### config.mk
export PLATFORM = sky130hd
export DESIGN_NAME = pipeline_hazard_ctrl
export DESIGN_NICKNAME = d
export VERILOG_FILES = /design/src/rtl/pipeline_hazard_ctrl.sv
export SDC_FILE = /design/constraint.sdc
export NUM_CORES = 1
export LEC_CHECK = 0
export ABC_AREA = 1
export CORE_MARGIN = 5
export CORE_UTILIZATION = 64
export DETAILED_ROUTE_END_ITERATION = 10
export DONT_BUFFER_PORTS = 1
export PLACE_DENSITY = 0.82
export RECOVER_POWER = 25
export SLEW_MARGIN = 25
export SYNTH_ARGS = -nofsm -noshare
export SYNTH_HDL_FRONTEND = slang
export SYNTH_SLANG_ARGS = --single-unit
### constraint.sdc
create_clock -name clk -period 2.29 [get_ports clk]
set_input_delay 0.3435 -clock clk [delete_from_list [all_inputs] [get_ports clk]]
set_output_delay 0.3435 -clock clk [all_outputs]
set_load 0.005 [all_outputs]
### src/rtl/pipeline_hazard_ctrl.sv
// rtl/pipeline_hazard_ctrl.sv - hazard, redirect and memory-wait sequencer for a 5-stage MIPS pipeline
module pipeline_hazard_ctrl #(
    parameter int CNT_W    = 16,
    parameter int MAX_WAIT = 15
) (
    input  logic             clk,
    input  logic             rst_n,
    input  logic [5:0]       id_op,
    input  logic [4:0]       id_rs,
    input  logic [4:0]       id_rt,
    input  logic             ex_mem_read,
    input  logic [4:0]       ex_rt,
    input  logic             ex_branch_taken,
    input  logic             mem_req,
    input  logic             mem_ready,
    output logic             pc_write,
    output logic             ifid_write,
    output logic             ifid_flush,
    output logic             idex_bubble,
    output logic             exmem_hold,
    output logic             mem_timeout,
    output logic [CNT_W-1:0] stall_cnt,
    output logic [CNT_W-1:0] flush_cnt
);

    typedef enum logic [1:0] {
        ST_RUN,
        ST_MEM_WAIT,
        ST_LU_STALL
    } state_t;

    localparam logic [7:0]       LP_MAX_WAIT = 8'(MAX_WAIT);
    localparam logic [7:0]       LP_WAIT_SAT = 8'hFF;
    localparam logic [CNT_W-1:0] LP_CNT_SAT  = {CNT_W{1'b1}};

    localparam logic [5:0] OP_RTYPE = 6'd0;
    localparam logic [5:0] OP_BEQ   = 6'd4;
    localparam logic [5:0] OP_SW    = 6'd43;
    localparam logic [5:0] OP_J     = 6'd2;

    state_t           r_state;
    logic [7:0]       r_wait_cnt;
    logic             r_mem_timeout;
    logic [CNT_W-1:0] r_stall_cnt;
    logic [CNT_W-1:0] r_flush_cnt;

    state_t     w_next_state;
    logic       w_rt_read;
    logic       w_lu;
    logic       w_mem_stall;
    logic       w_is_j;
    logic       w_wait_active;
    logic [7:0] w_wait_next;
    logic       w_pc_write;
    logic       w_ifid_write;
    logic       w_ifid_flush;
    logic       w_idex_bubble;
    logic       w_exmem_hold;

    // rt is a source operand only for R-type, beq and sw; otherwise it is the destination.
    assign w_rt_read   = (id_op == OP_RTYPE) || (id_op == OP_BEQ) || (id_op == OP_SW);
    assign w_lu        = ex_mem_read && (ex_rt != 5'd0) &&
                         ((ex_rt == id_rs) || (w_rt_read && (ex_rt == id_rt)));
    assign w_mem_stall = mem_req && !mem_ready;
    assign w_is_j      = (id_op == OP_J);

    always_comb begin
        w_pc_write    = 1'b1;
        w_ifid_write  = 1'b1;
        w_ifid_flush  = 1'b0;
        w_idex_bubble = 1'b0;
        w_exmem_hold  = 1'b0;
        w_next_state  = ST_RUN;
        w_wait_active = 1'b0;
        if (rst_n) begin
            case (r_state)
                ST_RUN, ST_LU_STALL: begin
                    if (w_mem_stall) begin
                        w_pc_write    = 1'b0;
                        w_ifid_write  = 1'b0;
                        w_exmem_hold  = 1'b1;
                        w_next_state  = ST_MEM_WAIT;
                        w_wait_active = 1'b1;
                    end else if (ex_branch_taken) begin
                        w_ifid_flush  = 1'b1;
                        w_idex_bubble = 1'b1;
                    end else if (w_lu && (r_state == ST_RUN)) begin
                        // In LU_STALL, EX already holds the bubble so lu cannot fire again.
                        w_pc_write    = 1'b0;
                        w_ifid_write  = 1'b0;
                        w_idex_bubble = 1'b1;
                        w_next_state  = ST_LU_STALL;
                    end else if (w_is_j) begin
                        w_ifid_flush  = 1'b1;
                    end
                end
                ST_MEM_WAIT: begin
                    if (!mem_ready) begin
                        w_pc_write    = 1'b0;
                        w_ifid_write  = 1'b0;
                        w_exmem_hold  = 1'b1;
                        w_next_state  = ST_MEM_WAIT;
                        w_wait_active = 1'b1;
                    end
                end
                default: begin
                    w_next_state = ST_RUN;
                end
            endcase
        end
    end

    always_comb begin
        w_wait_next = r_wait_cnt;
        if (r_state != ST_MEM_WAIT) begin
            w_wait_next = 8'd1;
        end else if (r_wait_cnt != LP_WAIT_SAT) begin
            w_wait_next = r_wait_cnt + 8'd1;
        end
    end

    always_ff @(posedge clk) begin
        if (!rst_n) begin
            r_state       <= ST_RUN;
            r_wait_cnt    <= 8'd0;
            r_mem_timeout <= 1'b0;
            r_stall_cnt   <= '0;
            r_flush_cnt   <= '0;
        end else begin
            r_state <= w_next_state;
            if (w_wait_active) begin
                r_wait_cnt <= w_wait_next;
                if (w_wait_next >= LP_MAX_WAIT) begin
                    r_mem_timeout <= 1'b1;
                end
            end
            if (!w_pc_write && (r_stall_cnt != LP_CNT_SAT)) begin
                r_stall_cnt <= r_stall_cnt + 1'b1;
            end
            if (w_ifid_flush && (r_flush_cnt != LP_CNT_SAT)) begin
                r_flush_cnt <= r_flush_cnt + 1'b1;
            end
        end
    end

    assign pc_write    = w_pc_write;
    assign ifid_write  = w_ifid_write;
    assign ifid_flush  = w_ifid_flush;
    assign idex_bubble = w_idex_bubble;
    assign exmem_hold  = w_exmem_hold;
    assign mem_timeout = r_mem_timeout;
    assign stall_cnt   = r_stall_cnt;
    assign flush_cnt   = r_flush_cnt;

endmodule

==> flow_summary_export.csv <==
group,metric,value,unit
worst_setup_path,startpoint_type,"flip-flop",
power,ir_worst_vdd,0.402,mV
clock_network,clk_latency,300,ps
yosys,syn-num-nets,450,
timing,slew_violations,0,
worst_setup_path,end_kind,"output port",
yosys,ys_seq_area_frac,0.308,
final_layout,fill_cells,373,
floorplan,die_area,5790,sq um
worst_setup_path,crit_arrival,1790,ps
clock_network,cts_setup_buffers,0,
timing,setup_viol,0,
timing,finalHoldViolations,0,
yosys,synth_top_area_frac,0.308,
floorplan,rows,24,
yosys,yosys_warnings,0,
job,drv_cap,0,
floorplan,initial_core_util,0.651,
yosys,ys_seq_elements,43,
power,p_comb_frac,0.076,
route,dr.pass1.iters,4,
yosys,syn_area,2790,sq um
timing,setup_slack,152,ps
yosys,synth.area.top_cells,"dfxtp_1 31%, nand2_1 14%, nand3_1 10%",
timing,worstMarginPinSlew,380,ps
route,drc,0,
power,pwr-share-seq,0.481,
placed_design,dp_slack,346,ps
placed_design,place_area,2840,sq um
worst_setup_path,path_max_fanout,19,
grt,grt_pass1_wl,11100,um
grt,grt_pass1_vias,2552,
timing,fmax,468,MHz
route,drt-total-wl,6270,um
final_layout,antenna_cells,0,
power,p_sw,0.363,mW
final_layout,fin_nets,454,
placed_design,place.port_buffers,0,
clock_network,htree_levels,2,
power,p_clk_frac,0.443,
route,detail-route-antenna-nets,0,
final_layout,final_cell_mix,"106 x nand2_1, 57 x nand3_1, 43 x dfxtp_1",
final_layout,utilization,0.692,
run_status,status,"complete, no violations",
final_layout,area_delta_synth_final,6.36,%
timing,whs,157,ps
yosys,synth-edff-count,0,
yosys,synth_top_area_cell,"dfxtp_1",
route,vias_per_cell,5.64,
worst_hold_path,hold_class,"input port to flip-flop",
timing,post-route-min-period,2140,ps
power,power_leakage,1.13,nW
timing,finalSetupTns,0,ps
power,p_sw_frac,0.228,
floorplan,core-area,4290,sq um
worst_setup_path,required,1950,ps
grt,grt_usage,0.219,
worst_setup_path,critical_path_class,"flip-flop to output port",
placed_design,dp_cells,469,
yosys,syn_inst,420,
yosys,synth_cell_types,32,
placed_design,post-dp-hpwl,4670,um
yosys,synth_ff_type,"dfxtp_1",
floorplan,ioPinCount,65,
placed_design,gp_congestion,0.912,
clock_network,clock-root-buffer,"clkbuf_8",
timing,fin_skew,8.55,ps
yosys,synth.avg_cell_area,6.65,sq um
yosys,async_flop_share,0,
route,drt-initial-drc-count,158,
clock_network,cts_resized,0,
floorplan,die_w,76.1,um
route,wl_per_cell,13.1,um
clock_network,cts_buffers,5,
route,vias,2690,
clock_network,clockBufferDepth,2,
clock_network,cts.clk_slew.worst_paths,90,ps
timing,rsz0062_at_grt,"false",
floorplan,die_y,76.1,um
power,power_density,536,nW/um^2
clock_network,cts_sinks,43,
final_layout,final_layout_size_suffix_gt1_frac,0.104,
timing,max_slew_margin,0.746,
timing,fin_crit_sh,0.934,
clock_network,ctsHoldBuffers,0,
final_layout,fin_area,2970,sq um
final_layout,final_common_cell,"nand2_1",
grt,grt_max_degree,33,
grt,antenna_found_initial,0,
final_layout,finalNonFillerCells,477,
worst_setup_path,reg2reg_setup_slack,250,ps
grt,globalRouteOverflowTotal,0,
power,power,1.59,mW
power,p_int,1.23,mW
clock_network,cts_tree,"yes",
## synthesized netlist by cell type (2+ instances only)
| cell type | number |
|---|---|
| clkbuf_1 | 3 |
| o211ai_1 | 3 |
| o22ai_1 | 2 |
| dfxtp_1 | 43 |
| buf_2 | 2 |
| nor3_1 | 10 |
| nand3_1 | 57 |
| nand2_2 | 3 |
| nand2_4 | 2 |
| buf_6 | 3 |
| buf_4 | 2 |
| ha_1 | 3 |
| nand2_1 | 106 |
| a21oi_1 | 31 |
| inv_1 | 39 |
| o21ai_0 | 10 |
| inv_2 | 9 |
| nand4_1 | 5 |
| nor2_1 | 36 |
| nor4_2 | 2 |
| a21oi_2 | 8 |
| xor2_1 | 19 |
| xnor2_1 | 13 |
## state kept, by name, indices dropped and copies added (netlist names)
register / flops
flush_cnt: 16
stall_cnt: 16
r_wait_cnt: 8
r_state: 2
mem_timeout: 1
## cell families (layout without fill, tap and decap cells)
logic type               Yosys count  after routing  synth area share
AND/OR/NAND/NOR                  228            228             0.372
AO/OA/AOI/OAI                     56             56             0.116
buffers and inverters             58             63            0.0896
XOR/XNOR                          32             32             0.100
flip-flops                        43             43             0.308
adder cells (fa/ha/maj)            3              3            0.0134
## power groups by stage
| stage | Combinational (mW) | Clock (mW) | Sequential, mW |
|---|---|---|---|
| floorplan | 0.105 | 0 | 0.783 |
| global placement | 0.119 | 0 | 0.783 |
| detailed placement | 0.122 | 0 | 0.783 |
| CTS | 0.123 | 0.720 | 0.766 |
| global route | 0.137 | 0.765 | 0.768 |
| finish | 0.121 | 0.705 | 0.766 |
## critical path, cell delays in order, from the launching register on
cell and delay (ps):
dfxtp_1 400, inv_2 70, nor2_4 170, nand2_1 90, nand2_2 130, inv_2 100
nor2_8 150, inv_2 90, nand2_4 200, inv_1 120
## metal layers
metal	GRT usage	part of all wire
met3	0.0745	0.087
met1	0.252	0.40
met4	0.0664	0.011
met5	0	0
met2	0.380	0.50
## cell type report
type / count / area [sq um] / area share
Clock buffer: 5 / 68.8 / 0.0232
Timing Repair Buffer: 7 / 52.6 / 0.0177
Sequential cell: 43 / 861 / 0.290
Clock inverter: 3 / 67.6 / 0.0227
Inverter: 48 / 180 / 0.0606
Multi-Input combinational cell: 319 / 1680 / 0.564
Tap cell: 52 / 65.1 / 0.0219
## worst paths after layout
kind	from	to	cells after the start
worst min-delay path	rst_n	stall_cnt[0]	2
worst max register to register	stall_cnt[1]	stall_cnt[4]	7
worst min register to register	flush_cnt[14]	flush_cnt[14]	2
worst max-delay path	r_state[0]	ifid_write	9
(Power assumes the default switching activity.)
